[src/rtl/chrom_serial_loader.sv]
// Byte-stream chromosome loader: assembles a framed payload (SOF + NBYTES, LSB byte first)
// into a shadow register and commits it to cromossomo atomically. Optional checksum: CHROM_LOADER_CHK_EN.
module chrom_serial_loader #(
  parameter int         ROW       = 2,
  parameter int         COL       = 2,
  parameter int         OUT       = 2,
  parameter int         BITS_ELEM = 1,
  parameter logic [7:0] SOF       = 8'hA5,
  localparam int        CHROM_W   = ROW*COL*16 + BITS_ELEM*OUT,
  localparam int        NBYTES    = (CHROM_W + 7) / 8
) (
  input  logic               clk,
  input  logic               rst_n,
  input  logic [7:0]         in_data,
  input  logic               in_valid,
  output logic               in_ready,
  input  logic               abort,
  output logic [CHROM_W-1:0] cromossomo,
  output logic               chrom_update,
  output logic               busy,
  output logic               frame_err,
  output logic [7:0]         frame_cnt,
  output logic [1:0]         dbg_state
);

  localparam int IDX_W = $clog2(NBYTES + 1);

  typedef enum logic [1:0] {
    S_IDLE   = 2'd0,
    S_LOAD   = 2'd1,
    S_CHECK  = 2'd2,
    S_COMMIT = 2'd3
  } state_t;

  state_t             r_state;
  state_t             w_next;
  logic [IDX_W-1:0]   r_idx;
  logic [CHROM_W-1:0] r_shadow;
  logic [CHROM_W-1:0] r_chrom;
  logic [7:0]         r_frame_cnt;
  logic               w_in_ready;
  logic               w_busy;
  logic               w_update;
  logic               w_accept;
  logic               w_sof;
  logic               w_last;
  logic               w_load_byte;
  logic [CHROM_W-1:0] w_mask;
  logic [CHROM_W-1:0] w_data;

  // Handshake: a byte moves on a rising edge only when in_valid && in_ready; with in_ready low
  // the sender keeps the byte on in_data and nothing is consumed.
  assign w_accept    = in_valid && w_in_ready;
  assign w_sof       = (in_data == SOF);
  assign w_last      = (r_idx == IDX_W'(NBYTES - 1));
  assign w_load_byte = (r_state == S_LOAD) && w_accept && !abort;

  // Lane select for byte r_idx; bits shifted past CHROM_W fall off, dropping the last byte's spare bits.
  assign w_mask = CHROM_W'(8'hFF) << {r_idx, 3'b000};
  assign w_data = CHROM_W'(in_data) << {r_idx, 3'b000};

`ifdef CHROM_LOADER_CHK_EN
  logic [7:0] r_chk;
  logic       r_frame_err;

  always_ff @(posedge clk or negedge rst_n) begin
    if (!rst_n) begin
      r_chk       <= '0;
      r_frame_err <= 1'b0;
    end else begin
      r_frame_err <= (r_state == S_CHECK) && w_accept && !abort && (in_data != r_chk);
      if (r_state == S_IDLE && w_accept && w_sof) begin
        r_chk <= '0;
      end else if (w_load_byte) begin
        r_chk <= r_chk ^ in_data;
      end
    end
  end

  assign frame_err = r_frame_err;
`else
  assign frame_err = 1'b0;
`endif

  always_ff @(posedge clk or negedge rst_n) begin
    if (!rst_n) begin
      r_state <= S_IDLE;
    end else begin
      r_state <= w_next;
    end
  end

  always_comb begin
    w_next = r_state;
    case (r_state)
      S_IDLE: begin
        if (w_accept && w_sof) w_next = S_LOAD;
      end
      S_LOAD: begin
        if (abort) begin
          w_next = S_IDLE;
        end else if (w_accept && w_last) begin
`ifdef CHROM_LOADER_CHK_EN
          w_next = S_CHECK;
`else
          w_next = S_COMMIT;
`endif
        end
      end
`ifdef CHROM_LOADER_CHK_EN
      S_CHECK: begin
        if (abort) begin
          w_next = S_IDLE;
        end else if (w_accept) begin
          w_next = (in_data == r_chk) ? S_COMMIT : S_IDLE;
        end
      end
`endif
      S_COMMIT: w_next = S_IDLE;
      default:  w_next = S_IDLE;
    endcase
  end

  always_comb begin
    w_in_ready = 1'b1;
    w_busy     = 1'b1;
    w_update   = 1'b0;
    case (r_state)
      S_IDLE:   w_busy = 1'b0;
      S_COMMIT: begin
        w_in_ready = 1'b0;
        w_update   = 1'b1;
      end
      default: ;
    endcase
  end

  always_ff @(posedge clk or negedge rst_n) begin
    if (!rst_n) begin
      r_idx       <= '0;
      r_shadow    <= '0;
      r_chrom     <= '0;
      r_frame_cnt <= '0;
    end else begin
      if (r_state == S_IDLE && w_accept && w_sof) begin
        r_idx <= '0;
      end else if (w_load_byte) begin
        r_idx    <= r_idx + 1'b1;
        r_shadow <= (r_shadow & ~w_mask) | (w_data & w_mask);
      end
      if (r_state == S_COMMIT) begin
        r_chrom     <= r_shadow;
        r_frame_cnt <= r_frame_cnt + 8'd1;
      end
    end
  end

  assign in_ready     = w_in_ready;
  assign busy         = w_busy;
  assign chrom_update = w_update;
  assign cromossomo   = r_chrom;
  assign frame_cnt    = r_frame_cnt;
  assign dbg_state    = r_state;

endmodule

[config.mk]
export PLATFORM = sky130hd
export DESIGN_NAME = chrom_serial_loader
export DESIGN_NICKNAME = d
export VERILOG_FILES = /design/src/rtl/chrom_serial_loader.sv
export SDC_FILE = /design/constraint.sdc
export NUM_CORES = 1
export LEC_CHECK = 0
export ABC_AREA = 0
export CAP_MARGIN = 20
export CORE_UTILIZATION = 40
export DETAILED_ROUTE_END_ITERATION = 10
export PLACE_DENSITY = 0.63
export REMOVE_ABC_BUFFERS = 1
export SLEW_MARGIN = 25
export SYNTH_ARGS = -nofsm -noshare
export SYNTH_HDL_FRONTEND = slang
export SYNTH_SLANG_ARGS = --single-unit
[constraint.sdc]
create_clock -name clk -period 1.95 [get_ports clk]
set_input_delay 0.39 -clock clk [delete_from_list [all_inputs] [get_ports clk]]
set_output_delay 0.39 -clock clk [all_outputs]
set_load 0.02 [all_outputs]
[After elaboration in Yosys (flattened, before gate mapping)]
Index checks and enable logic that the tools add are counted.
Cells by class
  shift operators: 2
  reduce and logical (&&, ||, !) cells: 12
  equality and inequality tests: 6
  mux-type cells: 9
  bitwise logic cells: 5
  $add $sub $neg: 2
Operator list (number)
  bitwise AND 66 bit: 2
  inverter 66 bit: 1
  bitwise OR 66 bit: 1
  left shift 8 x 7 -> 66 bit: 1
  left shift 8 x 7 -> 66 bit (first input constant): 1
  adder 8 x 1 -> 8 bit (second input constant): 1
  == test 8 bit (second input constant): 1
  two-way mux 4 bit: 2
  logical AND 1 bit: 7
  two-way mux 2 bit: 3
  adder 4 x 1 -> 4 bit (second input constant): 1
  == test 4 bit (second input constant): 1
  case mux 2 bit (2 select lines): 1
  AND reduction 2 bit: 2
  two-way mux 1 bit: 3
  inequality test 3 x 2 -> 1 bit (second input constant): 1
  == test 2 x 1 -> 1 bit (second input constant): 1
  == test 2 bit (second input constant): 1
  logical NOT 2 bit: 1
  inequality test 2 bit (second input constant): 1
  nonzero test 2 bit: 1
  logical NOT 1 bit: 1
  inverter 1 bit: 1
Storage, ports and cells
  input port bits: 12
  logic and storage cells: 41
  output and inout port bits: 80
  register bits: 146

[Depth between registers and ports, before layout]
Gate-level depths: netlist (run 1).
  word-level depth: 7
  mapped depth: 6
  gate-level depth less buffers: 5

[Worst setup path before layout (run 1)]
Ideal clock, no wire load.
  kind: reg2out
  from: reg r_state[1] (netlist: dbg_state[1])
  to: out in_ready
  arrival time: 1.318 ns
  slack: 0.242 ns
  buffers on the path: 2
  stages on the path, launching flop included: 4
  data required time: 1.560 ns
  cell sequence: dfrtp_1 -> nand2_1 -> clkbuf_1 -> clkbuf_1
Between the ends
  word-level cells in the longest chain between the ends: 2
Ends and longest elaborated chain
  start, declared: RTL line 35  | state_t r_state;
  start signal, assigned: RTL line 89  | r_state <= w_next;
  == test 2 bit: RTL line 128  | case (r_state)
  two-way mux 1 bit: RTL line 128
  end, declared: RTL line 16  | output logic in_ready,
Every way passes these cells.

[Final worst setup path (run 1)]
  from: reg r_state[0] (netlist: dbg_state[0])
  to: out busy
Between the ends
  word-level cells in the longest chain between the ends: 2
Ends and longest elaborated chain
  logical NOT 2 bit: RTL line 128
  two-way mux 1 bit: RTL line 128
  end, declared: RTL line 20  | output logic busy,
Every way passes these cells.

==> summary.md, run 1 <==
| Metric | Value |
|---|---|
| Synth Warn # | `0` |
| Final setup fails | `0` |
| Clk sinks | `146` |
| Clk_lat worst skew | `430 ps` |
| Wire per inst | `15.60 µm` |
| Fin crit period | `1903 ps` |
| Largest net degree at the start of global routing | `73` |
| Setup_tns | `0 ps` |
| Root buf cell | `clkbuf_16` |
| Number of slew-limit violations in the final report | `0` |
| Fmax | `0.5256 GHz` |
| Most frequent cells in the layout | `dfrtp_1, nand2_1, clkdlybuf4s50_1` |
| Pre-CTS setup slack | `-133.8 ps` |
| Grt total ovfl | `0` |
| Post-layout util | `0.5431` |
| Peak VDD IR | `0.5704 mV` |
| DRT iter0 DRCs | `170` |
| FF-to-FF Start | `dbg_state[1]` |
| Number of cells on the critical path | `2` |
| Period utilisation layout | `0.9758` |
| R2R setup slack | `250 ps` |
| Slew @ Worst Pin | `553.3 ps` |
| P&R area growth vs syn | `30.51%` |
| Chip height | `125.9 µm` |
| TritonCTS clock tree | `done` |
| Crit. End Element | `primary output` |
| Remaining antenna violation count | `0` |
| Max cap viols | `0` |
| CP Cell Sequence | `or2_2 > clkdlybuf4s15_1` |
| Data required, critical path | `1560 ps` |
| Nets | `691` |
| CTS clk-pin slew, worst paths | `60 ps` |
| TritonRoute pass-1 iters | `4` |
| Startpoint types | `register` |
| CTS Buf Count | `17` |
| Sequential-to-total area share from yosys stat | `0.5951` |
| CP delay by family, top | `flip-flops` |
| CP max-delay cell | `dfrtp_2` |
| Most common cell after layout, fill and taps aside | `dfrtp_1` |
| Worst Reg-to-Reg Cells | `4` |
| Starting density of the core | `0.4161` |
| Initial antenna violation count | `0` |
| Hold Crit Class | `in -> async` |
| Main synth FF type | `dfrtp_1` |
| Clock Skews | `10.83 ps` |
| Final HPWL DP | `9335 µm` |
| Worst-case clock buffer depth | `2` |
| Status | `completed` |
| CTS HTree Levels | `4` |
| Synth Instances | `573` |
| Setup crit end | `busy` |
| Lkg Pwr | `3.861 nW` |
| CP Max Fanout | `8` |
| Core area | `0.01475 mm²` |
| Average size of a mapped cell | `10.71 µm²` |
| First-pass GRT wire length | `22190 µm` |
| Slew Limit Headroom | `0.6311` |
| Slowest stage delay, CP | `460 ps` |
| Post-CTS setup buffers | `0` |
| Via count | `4182` |
| GPL Wtd Cong | `0.7632` |
| Setup ws final | `47.29 ps` |
| Crit path from | `dbg_state[0]` |
| Die W | `125.9 µm` |
| Wire length reported by the detailed router | `13550 µm` |
| Layout cells sized above 1 | `0.1228` |
| Pwr Density | `851.7 mW/mm²` |
| Worst path bufs/invs | `1` |
| Total track usage | `0.1836` |
| DR vias/cell | `4.818` |
| Netlist cell types | `41` |
| Final Hold Vio Count | `0` |
| I/O pin cnt | `92` |
| WP data arrival | `1510 ps` |
| Setup repair after global routing missed its margin | `false` |
| Cell area after synthesis | `0.006140 mm²` |
| PortBufs | `90` |
| Area of the die | `0.01585 mm²` |
| Hold Slack | `440.9 ps` |
| Post-synth EDFFs | `0` |
| Std-Cell Rows | `44` |
| Critical setup path kind | `reg -> out` |
| Async set-reset flop share out of synthesis | `1.000` |
| DRC Markers | `0` |
| Antenna cells | `0` |
| Flops & latches, synth | `146` |
| Vias in the first global route | `4330` |
## worst min path at each step
stage / to / slack (ps) / cells after the start
after global placement: cromossomo[31] / 320 / 1
after CTS: cromossomo[29] / 450 / 2
after detailed placement: frame_cnt[7] / 340 / 1
final: cromossomo[31] / 440 / 2
after floorplan: async pin / 90 / 0
after global routing: cromossomo[29] / 460 / 2
## stage by stage
stage	power, W	std cells	area (µm²)
finish	0.006825	868	8013
global route	0.007037	868	8013
global placement	0.003342	836	7358
floorplan	0.003167	537	5956
detailed placement	0.003350	836	7358
CTS	0.006881	868	8010
## worst reg2reg max path: cells and delay by family (launching register included)
family | cells | cell delay, ps
simple gates | 2 | 710
flops | 1 | 460
mux | 1 | 270
buf+inv | 1 | 180
## per-layer routing
metal  vias up  track usage  part of all wire
li1       2025            -                 -
met1      2062       0.2412              0.46
met2        80       0.2961              0.49
met3        15      0.04121             0.033
met4         0      0.07229             0.016
met5         -            0                 0
## report_power, final
group	leakage [nW]	switching (W)	internal, W
clock	0.313	0.00121	0.00232
sequential	1.70	0.0000118	0.00304
combinational	1.84	0.000160	0.0000825
## cells by family (layout without fill, tap and decap cells)
| logic type | after synthesis | after routing | share of synthesized area |
|---|---|---|---|
| xor+xnor | 7 | 7 | 0.009986 |
| fa+ha+maj | 7 | 7 | 0.01426 |
| buf+inv | 104 | 215 | 0.07153 |
| compound gates | 67 | 67 | 0.05584 |
| simple gates | 170 | 170 | 0.1339 |
| other cells | 1 | 1 | 0.0006108 |
| flops | 146 | 146 | 0.5951 |
| mux | 71 | 71 | 0.1188 |
## area by class of cell
type / count / area [µm²]
fillers: 1276 / 6741
flip-flops and latches: 146 / 3656
multi-input cells: 323 / 2054
repair buffers: 116 / 1175
clock buffers: 21 / 460.4
inverters: 68 / 255.2
well taps: 184 / 230.2
clock inverters: 10 / 181.4
## what timing repair did
item | in CTS | in global routing
endpoints found under the setup margin | 5 | 1
hold endpoints to repair | 36 | 0
gates resized for setup | 6 | 1
pin swaps | 0 | 0
hold buffers | 1 | 0
## synthesized netlist by cell type (2+ instances only)
library cell	instances	area share
o21ai_0	63	0.051
buf_4	2	0.0024
and3b_1	3	0.0043
mux2i_1	62	0.10
nand2_1	135	0.083
and2_1	2	0.0020
inv_1	68	0.042
nor3b_2	2	0.0041
nor3b_1	2	0.0024
or2_2	2	0.0020
ha_1	7	0.014
clkbuf_1	25	0.015
xnor2_1	7	0.010
nor3_4	3	0.0079
buf_2	2	0.0016
nand4_1	3	0.0031
dfrtp_1	146	0.60
mux2_4	2	0.0049
nand3_2	2	0.0033
buf_6	5	0.0092
nand3_1	2	0.0016
mux2_2	7	0.013
and4_2	3	0.0049
Note: power is estimated with default switching activity, not from simulation.
==> run 2, diff against run 1 <==
--- a/config.mk
+++ b/config.mk
@@ -8,9 +8,11 @@
 export ABC_AREA = 0
 export CAP_MARGIN = 20
 export CORE_UTILIZATION = 40
+export CTS_CLUSTER_DIAMETER = 30
 export DETAILED_ROUTE_END_ITERATION = 10
 export PLACE_DENSITY = 0.63
 export REMOVE_ABC_BUFFERS = 1
+export SKIP_CTS_REPAIR_TIMING = 1
 export SLEW_MARGIN = 25
 export SYNTH_ARGS = -nofsm -noshare
 export SYNTH_HDL_FRONTEND = slang
==> summary.md, run 2 (same netlist as run 1, synthesis figures left out) <==
| Metric | Value |
|---|---|
| CP delay by family, top | `buffers and inverters` |
| Max cap viols | `0` |
| Std-Cell Rows | `44` |
| Fmax | `0.5332 GHz` |
| Clk sinks | `146` |
| Worst path bufs/invs | `1` |
| DRT iter0 DRCs | `167` |
| P&R area growth vs syn | `30.67%` |
| Crit. End Element | `primary output` |
| Die W | `125.9 µm` |
| Fill count | `1275` |
| Status | `completed` |
| DP Area | `0.007358 mm²` |
| Root buf cell | `clkbuf_16` |
| Period utilisation layout | `0.9617` |
| Final setup fails | `0` |
| Initial antenna violation count | `0` |
| First-pass GRT wire length | `22190 µm` |
| PortBufs | `90` |
| Hold Slack | `442.1 ps` |
| Worst-case clock buffer depth | `2` |
| Largest net degree at the start of global routing | `73` |
| CTS HTree Levels | `4` |
| Core area | `0.01475 mm²` |
| GPL Wtd Cong | `0.7632` |
| Slew @ Worst Pin | `552.9 ps` |
| Pwr Density | `850.5 mW/mm²` |
| Peak VDD IR | `0.5692 mV` |
| FF-to-FF Start | `dbg_state[1]` |
| Fin crit period | `1875 ps` |
| Wire length reported by the detailed router | `13580 µm` |
| Lkg Pwr | `3.894 nW` |
| Area of the die | `0.01585 mm²` |
| TritonRoute pass-1 iters | `4` |
| TritonCTS clock tree | `done` |
| Footprint of the multi-input gates | `0.002054 mm²` |
| WP data arrival | `1490 ps` |
| CP max-delay cell | `clkdlybuf4s50_1` |
| Chip height | `125.9 µm` |
| Crit path from | `dbg_state[1]` |
| CP Max Fanout | `8` |
| Slew Limit Headroom | `0.6314` |
| Via count | `4192` |
| Critical setup path kind | `reg -> out` |
| Register area | `0.003656 mm²` |
| Layout cells sized above 1 | `0.1228` |
| Number of slew-limit violations in the final report | `0` |
| Slowest stage delay, CP | `630 ps` |
| Nets | `691` |
| Hold Crit Class | `in -> async` |
| DR vias/cell | `4.829` |
| Setup repair after global routing missed its margin | `false` |
| Most common cell after layout, fill and taps aside | `dfrtp_1` |
| Final Hold Vio Count | `0` |
| Clk_lat worst skew | `430 ps` |
| Data required, critical path | `1560 ps` |
| Starting density of the core | `0.4161` |
| Grt total ovfl | `0` |
| Final HPWL DP | `9335 µm` |
| Clock Skews | `10.94 ps` |
| Most frequent cells in the layout | `dfrtp_1, nand2_1, clkdlybuf4s50_1` |
| CTS Buf Count | `17` |
| Total track usage | `0.1836` |
| DRC Markers | `0` |
| Wire per inst | `15.64 µm` |
| Post-route cell area | `0.008023 mm²` |
| Remaining antenna violation count | `0` |
| CP Cell Sequence | `clkdlybuf4s50_1` |
| I/O pin cnt | `92` |
| Antenna cells | `0` |
| Total power | `0.006823 W` |
| CTS clk-pin slew, worst paths | `60 ps` |
| Startpoint types | `register` |
| Vias in the first global route | `4330` |
[run 2: cell count changes in the layout (fill, tap and decap cells not counted)]
cell,previous run,this run
dlymetal6s2s_1,1,4
dlygate4sd2_1,2,0
clkdlybuf4s15_1,1,0
[run 2: worst paths after layout]
kind | end | slack (ps) | cells past startpoint
min | cromossomo[31] | 440 | 2
max in group asynchronous | async pin | 850 | 3
min in group clk | cromossomo[14] | 470 | 2
max | dbg_state[1] | 70 | 1
max reg2reg | register | 250 | 4
min reg2reg | cromossomo[14] | 470 | 2
[run 2: layer usage]
| layer | up-vias | GRT usage | part of all wire |
|---|---|---|---|
| met2 | 90 | 0.2961 | 0.49 |
| met5 | - | 0 | 0 |
| met4 | 0 | 0.07229 | 0.015 |
| met3 | 14 | 0.04121 | 0.038 |
| li1 | 2025 | - | - |
| met1 | 2063 | 0.2412 | 0.45 |
[run 2: cell type report]
| class | instances | share of cell area |
|---|---|---|
| inverters | 68 | 0.03182 |
| multi-input cells | 323 | 0.2561 |
| well taps | 184 | 0.02870 |
| clock inverters | 10 | 0.02261 |
| flip-flops and latches | 146 | 0.4557 |
| repair buffers | 116 | 0.1477 |
| clock buffers | 21 | 0.05739 |
[run 2: where the power goes]
part	internal (W)	switching [W]	leakage, nW
Combinational	0.0000825	0.000160	1.88
Sequential	0.00304	0.0000119	1.70
Clock	0.00232	0.00121	0.313
Total	0.00544	0.00138	3.89
[run 2: stage by stage]
step,setup WS (ps),setup TNS [ps],utilization,cells
after CTS,-249.3,-614.6,0.5422,867
after global routing,25.73,0,0.5438,868
after detailed placement,-133.8,-5055,0.4987,836
after floorplan,-1623,-63090,-,537
after global placement,-78.69,-2916,0.4987,836
final,74.61,0,0.5438,868
==> run 3, diff against run 2 <==
==> constraint.sdc (replaced) <==
create_clock -name clk -period 2.25 [get_ports clk]
set_input_delay 0.45 -clock clk [delete_from_list [all_inputs] [get_ports clk]]
set_output_delay 0.45 -clock clk [all_outputs]
set_load 0.02 [all_outputs]
==> summary.md, run 3 (same netlist as run 1, synthesis figures left out) <==
| Metric | Value |
|---|---|
| Nets | `684` |
| Busiest grt layer | `met2` |
| Antenna cells | `0` |
| Vias in the first global route | `4243` |
| Worst Reg-to-Reg Cells | `5` |
| PortBufs | `90` |
| Root buf cell | `clkbuf_16` |
| CP Max Fanout | `8` |
| Core area | `0.01475 mm²` |
| Fmax | `0.4811 GHz` |
| TritonCTS clock tree | `done` |
| Largest net degree at the start of global routing | `147` |
| Fin crit period | `2079 ps` |
| Std-Cell Rows | `44` |
| Remaining antenna violation count | `0` |
| Crit. End Element | `primary output` |
| Status | `completed` |
| Wire per inst | `15.51 µm` |
| Worst-case clock buffer depth | `2` |
| P&R area growth vs syn | `29.55%` |
| Peak VDD IR | `0.5690 mV` |
| Fill count | `1312` |
| Most common cell after layout, fill and taps aside | `dfrtp_1` |
| Initial antenna violation count | `0` |
| Met2 GRT Util | `0.2961` |
| Setup repair after global routing missed its margin | `false` |
| Met1 Use GR | `0.2407` |
| Wire length reported by the detailed router | `13370 µm` |
| WP data arrival | `1630 ps` |
| Lkg Pwr | `3.842 nW` |
| R2R setup slack | `470 ps` |
| Clk_lat worst skew | `420 ps` |
| Slew @ Worst Pin | `827.0 ps` |
| Final HPWL DP | `8937 µm` |
| Area of the die | `0.01585 mm²` |
| Layout cells sized above 1 | `0.1195` |
| I/O pin cnt | `92` |
| Starting density of the core | `0.4161` |
| Clk sinks | `146` |
| Final setup fails | `0` |
| Critical setup path kind | `reg -> out` |
| CTS HTree Levels | `4` |
| CTS clk-pin slew, worst paths | `60 ps` |
| Number of slew-limit violations in the final report | `0` |
| First-pass GRT wire length | `22100 µm` |
| Die W | `125.9 µm` |
| Total track usage | `0.1840` |
| DRC Markers | `0` |
| Via count | `4138` |
| Period utilisation layout | `0.9238` |
| Met3 Track Usage GR | `0.03738` |
| DRT iter0 DRCs | `170` |
| Grt total ovfl | `0` |
| Footprint of the multi-input gates | `0.002054 mm²` |
| CTS Buf Count | `17` |
| Max cap viols | `0` |
| Register area | `0.003656 mm²` |
| Hold Slack | `138.8 ps` |
| Chip height | `125.9 µm` |
| Data required, critical path | `1800 ps` |
| Startpoint types | `register` |
| Most frequent cells in the layout | `dfrtp_1, nand2_1, clkdlybuf4s50_1` |
| Slew Limit Headroom | `0.4475` |
| Total power | `0.006061 W` |
| Final Hold Vio Count | `0` |
| FF-to-FF Start | `r_idx[1]` |
| Clock Skews | `4.123 ps` |
| GPL Wtd Cong | `0.7755` |
| Pwr Density | `762.0 mW/mm²` |
| Crit path from | `dbg_state[1]` |
| TritonRoute pass-1 iters | `4` |
| Hold Crit Class | `in -> async` |
| DR vias/cell | `4.800` |
==> run 3: changes by cell type in the layout (fill, tap and decap cells not counted), sizes merged <==
cell           before  now
dlymetal6s2s        4    2
bufinv              5    6
clkdlybuf4s50      85   87
buf                26   20
dlygate4sd3         1    0
clkinvlp            1    3
clkinv              4    3
inv                68   69
clkbuf             21   19
==> run 3: worst max-delay path by stage <==
stage | slack, ps | end
after floorplan | -1320 | cromossomo[64]
after global placement | 230 | register
after detailed placement | 170 | register
after CTS | -60 | busy
after global routing | 120 | in_ready
final | 170 | in_ready
==> run 3: cell type report <==
class,count,share of cell area
Sequential cell,146,0.4597
Tap cell,184,0.02894
Clock inverter,13,0.02894
Timing Repair Buffer,109,0.1351
Clock buffer,19,0.05695
Multi-Input combinational cell,323,0.2583
Inverter,68,0.03209
==> run 3: metrics by stage <==
stage               std cells  worst slack [ps]  cell area (µm²)  TNS [ps]  utilization
floorplan                 537             -1323             5956    -41910            -
global placement          830             231.1             7263         0       0.4923
detailed placement        830             167.7             7263         0       0.4923
CTS                       862            -61.96             7946    -117.0       0.5386
global route              862             118.0             7954         0       0.5391
finish                    862             171.4             7954         0       0.5391
==> run 3: metal layers <==
layer  vias up  routed length (µm)
met5         -                   0
met4         0                 235
met3        18                 464
met2        77                6564
met1      2033                6107
li1       2010                   -
==> run 3: critical path, stage by stage, from the launching register on <==
cell,delay [ps]
dfrtp_2,460
nand2_4,130
clkdlybuf4s50_1,620
==> run 3: where the power goes <==
group	switching, W	internal [W]	leakage (nW)
Combinational	0.000134	0.0000596	1.81
Sequential	0.0000140	0.00263	1.70
Clock	0.00108	0.00214	0.326
Total	0.00123	0.00483	3.84
==> variant 1, RTL diff (flow settings as in run 2) <==
Register the output `frame_cnt` once more, cleared by the reset; this adds one clock of latency there. The other outputs are not delayed to match.
--- a/src/rtl/chrom_serial_loader.sv
+++ b/src/rtl/chrom_serial_loader.sv
@@ -161,3 +161,9 @@
   assign cromossomo   = r_chrom;
-  assign frame_cnt    = r_frame_cnt;
+  always_ff @(posedge clk or negedge rst_n) begin
+    if (!rst_n) begin
+      frame_cnt <= '0;
+    end else begin
+      frame_cnt <= r_frame_cnt;
+    end
+  end
   assign dbg_state    = r_state;
Check against the original RTL: no difference found for any inputs over 10 cycles, from zero or initial values and one cycle with rst_n low; that may be too few to reach the edited logic, so the function may still have changed.
==> variant 1 against run 2 <==
Wire length increased by 0.53%. Register-to-register slack got worse by 0.04 ns. Critical path type unchanged. Design area increased by 1.9%. Largest cell class unchanged. Power decreased by 6.1%. Highest routed layer unchanged. Synthesized area increased by 1.7%. Setup slack got worse by 0.025 ns. Sequential cell count increased by 8. Sequential share of layout area increased by 1.6 points.
==> variant 1: results (changes against run 2) <==
Status
The flow ran to the end, and the final reports show no timing, DRC or antenna violations.

Global route
The wire length of the first global-routing pass is 22,350 µm (+0.72%). The all-layer global routing usage is 18.53% (+0.17 points).

Logic synthesis
The post-synthesis cell type count is 39 (-4.9%). In the synthesized netlist, the cells that appear most often are sky130_fd_sc_hd__dfrtp_1 (154), sky130_fd_sc_hd__nand2_1 (91), sky130_fd_sc_hd__mux2_2 (44). By area the synthesized netlist is led by sky130_fd_sc_hd__dfrtp_1 (62%), sky130_fd_sc_hd__mux2_2 (7.9%), sky130_fd_sc_hd__mux2i_1 (6.4%), sky130_fd_sc_hd__nand2_1 (5.5%), sky130_fd_sc_hd__o21ai_0 (3.2%). The complex-gate fraction of the synthesized area was 5.072% (-0.51 points). The synthesized-area fraction occupied by xor and xnor cells is 0.9824% (-0.016 points).

Finish
The number of inserted filler cells in the final layout is 1,332 (+4.5%). The clock network area share is 6.474% (-1.5 points). The number of nets in the finished design was 652 (-5.6%). The area used by sequential logic in the layout is 3856 µm² (+5.5%).

The total number of multi-input combinational cells came to 293 (-9.3%). The proportion of final cell area spent on non-clock buffers came to 15.66% (+0.89 points). The multi-input gate share of total cell area came to 25.76% (+0.15 points).

Setup path
The launch instance of the worst register-to-register path is r_idx[1]$_DFFE_PN0P_. The data arrival time of the critical path is 1.51 ns (+0.02 ns).

Route
The total length of routed met2 wires came to 6460 µm (-3.4%). The detailed-route vias per instance came to 4.903 (+1.5%). The post-route met1 wirelength is 6453 µm (+4.7%). The sum of met3 wire segment lengths after detailed routing is 503 µm (-2.3%).

STA
The maximum clock frequency is 526.3 MHz (-1.3%). The clock skew after layout was 0.007919 ns (-0.003019 ns). The worst slack on hold paths is 0.4042 ns (-0.03784 ns).

Power
The switching power of the nets is 1.392 mW (+0.83%). The maximum ir drop on the vdd rail is 0.5692 mV (about the same).

Placed design
The half-perimeter wire length after detailed placement is 9156 µm (-1.9%). The cell area after placement is 7624 µm² (+3.6%).

Hold path
In this run the worst hold path is classified as reg2reg.
variant 1: cell count changes after synthesis, sizes merged, moves of 22 or more:
cell,delta
inv,-25
nand2,-44
mux2i,-22
o21ai,-22
mux2,+36
variant 1: power by group through the flow:
stage          clock [mW]  sequential (mW)  combinational, mW
4_1_cts              3.02             3.21              0.248
3_3_place_gp            0             3.27              0.241
2_1_floorplan           0             3.27             0.0704
5_1_grt              3.14             3.21              0.272
3_5_place_dp            0             3.27              0.247
6_report             2.95             3.21              0.243
variant 1: per-layer routing:
| metal | vias up | GRT usage [%] |
|---|---|---|
| met5 | - | 0 |
| met4 | 0 | 7.633 |
| met3 | 20 | 4.133 |
| met2 | 85 | 29.09 |
| met1 | 2024 | 24.94 |
| li1 | 1945 | - |
variant 1: cells by family (layout without fill, tap and decap cells):
group	Yosys count	after routing
AOI/OAI and AO/OA	54	54
and+or+nand+nor	139	139
xor gates and xnor gates	7	7
adders and majority gates	7	7
other	1	1
buffers and inverters	72	196
DFF	154	154
muxes	85	85
==> variant 2, RTL diff (flow settings as in run 2) <==
Made on the original files. Add a define of `CHROM_LOADER_CHK_EN`.
--- a/src/rtl/chrom_serial_loader.sv
+++ b/src/rtl/chrom_serial_loader.sv
@@ -2,2 +2,4 @@
 // into a shadow register and commits it to cromossomo atomically. Optional checksum: CHROM_LOADER_CHK_EN.
+`define CHROM_LOADER_CHK_EN
+
 module chrom_serial_loader #(
Formal check against the unedited RTL: no difference found for any inputs over 10 cycles, from zero or initial values and one cycle with rst_n low; that may be too few to reach the edited logic, so the function may still have changed.
==> variant 2 against run 2 <==
Wire length up 11%. Sequential cell count rose by 9. Non-clock buffer count is 20 higher. Core utilization hardly changed. Design area increased by 7.3%. Setup slack worse by 0.010 ns. Synthesized area grew 5.4%. Power increased by 5.2%. Combinational power fell by 6%. Register-to-register slack worse by 0.03 ns. Critical path depth is the same. Clock power increased by 5%. Count of clock-buffer cells in the layout shrank 1. Highest routed layer unchanged.
==> variant 2: results (changes against run 2) <==
STA
The measured slew at the worst slew-check pin came to 0.6219 ns (+0.06906 ns). The maximum clock frequency came to 530.3 MHz (-0.55%).

Status
The flow ran to the end, and the final reports show no timing, DRC or antenna violations.

Hold path
In this run the worst hold path is classified as reg2reg.

Setup path
The worst register-to-register path begins at r_idx[0]$_DFFE_PN0P_. The maximum fanout along the worst path came to 6 (-2). The count of cells along the worst register-to-register path came to 5 (+1).

Placed design
The cell area after placement is 7918 µm² (+7.6%). The half-perimeter wire length after detailed placement is 10,720 µm (+15%). The pre-CTS setup slack is -0.07730 ns (+0.05653 ns). The instance count after placement with tap cells included was 969 (+16%). The routability congestion estimate came to 0.7619 (-0.17%). The count of input and output buffers was 91 (+1.1%).

Power
The maximum ir drop on the vdd rail is 0.5736 mV (+0.77%). The reported clock group power was 3.71 mW (+5%). The leakage power summed over all cells is 4.090 nW (+5.0%).

The switching power as a share of total power is 20.08% (-0.15 points). The power density normalized to cell area came to 834.0 nW/µm² (-1.9%). The combinational power share came to 3.2% (-0.4 points).

Route
The wire length per cell after detailed routing was 15.09 µm (-3.5%). The detailed-route vias per instance is 4.762 (-1.4%). The via count is 4,767 (+14%). The total iterations of the first detailed-routing run was 5 (+1).

Logic synthesis
The synthesized-area fraction occupied by xor and xnor cells is 2.166% (+1.2 points). The mux share of post-synthesis cell area came to 5.648% (-6.2 points). The adder-cell area share of the yosys netlist came to 1.354% (-0.073 points). The average size of a mapped cell is 9.906 µm² (-7.5%). In the synthesized netlist, the cells that appear most often are sky130_fd_sc_hd__nand2_1 (213), sky130_fd_sc_hd__dfrtp_1 (155), sky130_fd_sc_hd__o21ai_0 (78). The sequential-to-total area share from yosys stat is 59.96% (+0.45 points). The post-synthesis cell type count came to 36 (-12%). The complex-gate fraction of the synthesized area is 6.480% (+0.90 points).

Yosys attributes the largest share of cell area to sky130_fd_sc_hd__dfrtp_1 (60%), sky130_fd_sc_hd__nand2_1 (12%), sky130_fd_sc_hd__o21ai_0 (6.0%), sky130_fd_sc_hd__mux2i_1 (5.0%), sky130_fd_sc_hd__inv_1 (2.6%).

Finish
The number of nets in the finished design is 792 (+15%).

Global route
The number of global-route vias before repair is 4,967 (+15%). The pin count of the biggest net entering global routing was 69 (-5.5%). The wire length of the first global-routing pass is 25,080 µm (+13%). The all-layer global routing usage is 19.86% (+1.5 points).
-- variant 2: cell count changes after synthesis, sizes merged, moves of 10 or more --
cell / delta
o21ai: +17
buf: +10
clkbuf: -11
nand2: +78
mux2i: -30
nand3: +23
inv: -22
-- variant 2: area by class of cell --
| class | instances | area, µm² |
|---|---|---|
| inverters | 46 | 172.7 |
| well taps | 216 | 270.3 |
| multi-input cells | 417 | 2241 |
| flip-flops and latches | 155 | 3881 |
| clock buffers | 20 | 446.7 |
| repair buffers | 136 | 1378 |
| clock inverters | 11 | 217.7 |
| fillers | 1386 | 7221 |
-- variant 2: cell families after synthesis --
kind of cell,Yosys count
AO/OA/AOI/OAI,83
adder cells (fa/ha/maj),7
AND/OR/NAND/NOR,275
flip-flops,155
XOR/XNOR,16
buffers and inverters,81
multiplexers,36
-- variant 2: how the worst max path moves through the flow --
stage / from / end / slack [ns]
3_5_place_dp: in_data[7] / dbg_state[0]$_DFFE_PN0P_ / -0.08
2_1_floorplan: dbg_state[0]$_DFFE_PN0P_ / frame_cnt[5]$_DFFE_PN0P_ / -2.12
3_3_place_gp: in_data[0] / dbg_state[0]$_DFFE_PN0P_ / -0.09
4_1_cts: dbg_state[0]$_DFFE_PN0P_ / chrom_update / -0.24
5_1_grt: frame_cnt[1]$_DFFE_PN0P_ / frame_cnt[1] / 0.01
6_report: frame_cnt[1]$_DFFE_PN0P_ / frame_cnt[1] / 0.06
-- variant 2: per-layer routing --
metal	wire length [µm]	track usage, %	vias up
met1	6900	25.52	2346
met5	0	0	-
met4	184	7.405	0
met3	391	3.840	13
li1	-	-	2335
met2	7625	33.36	73
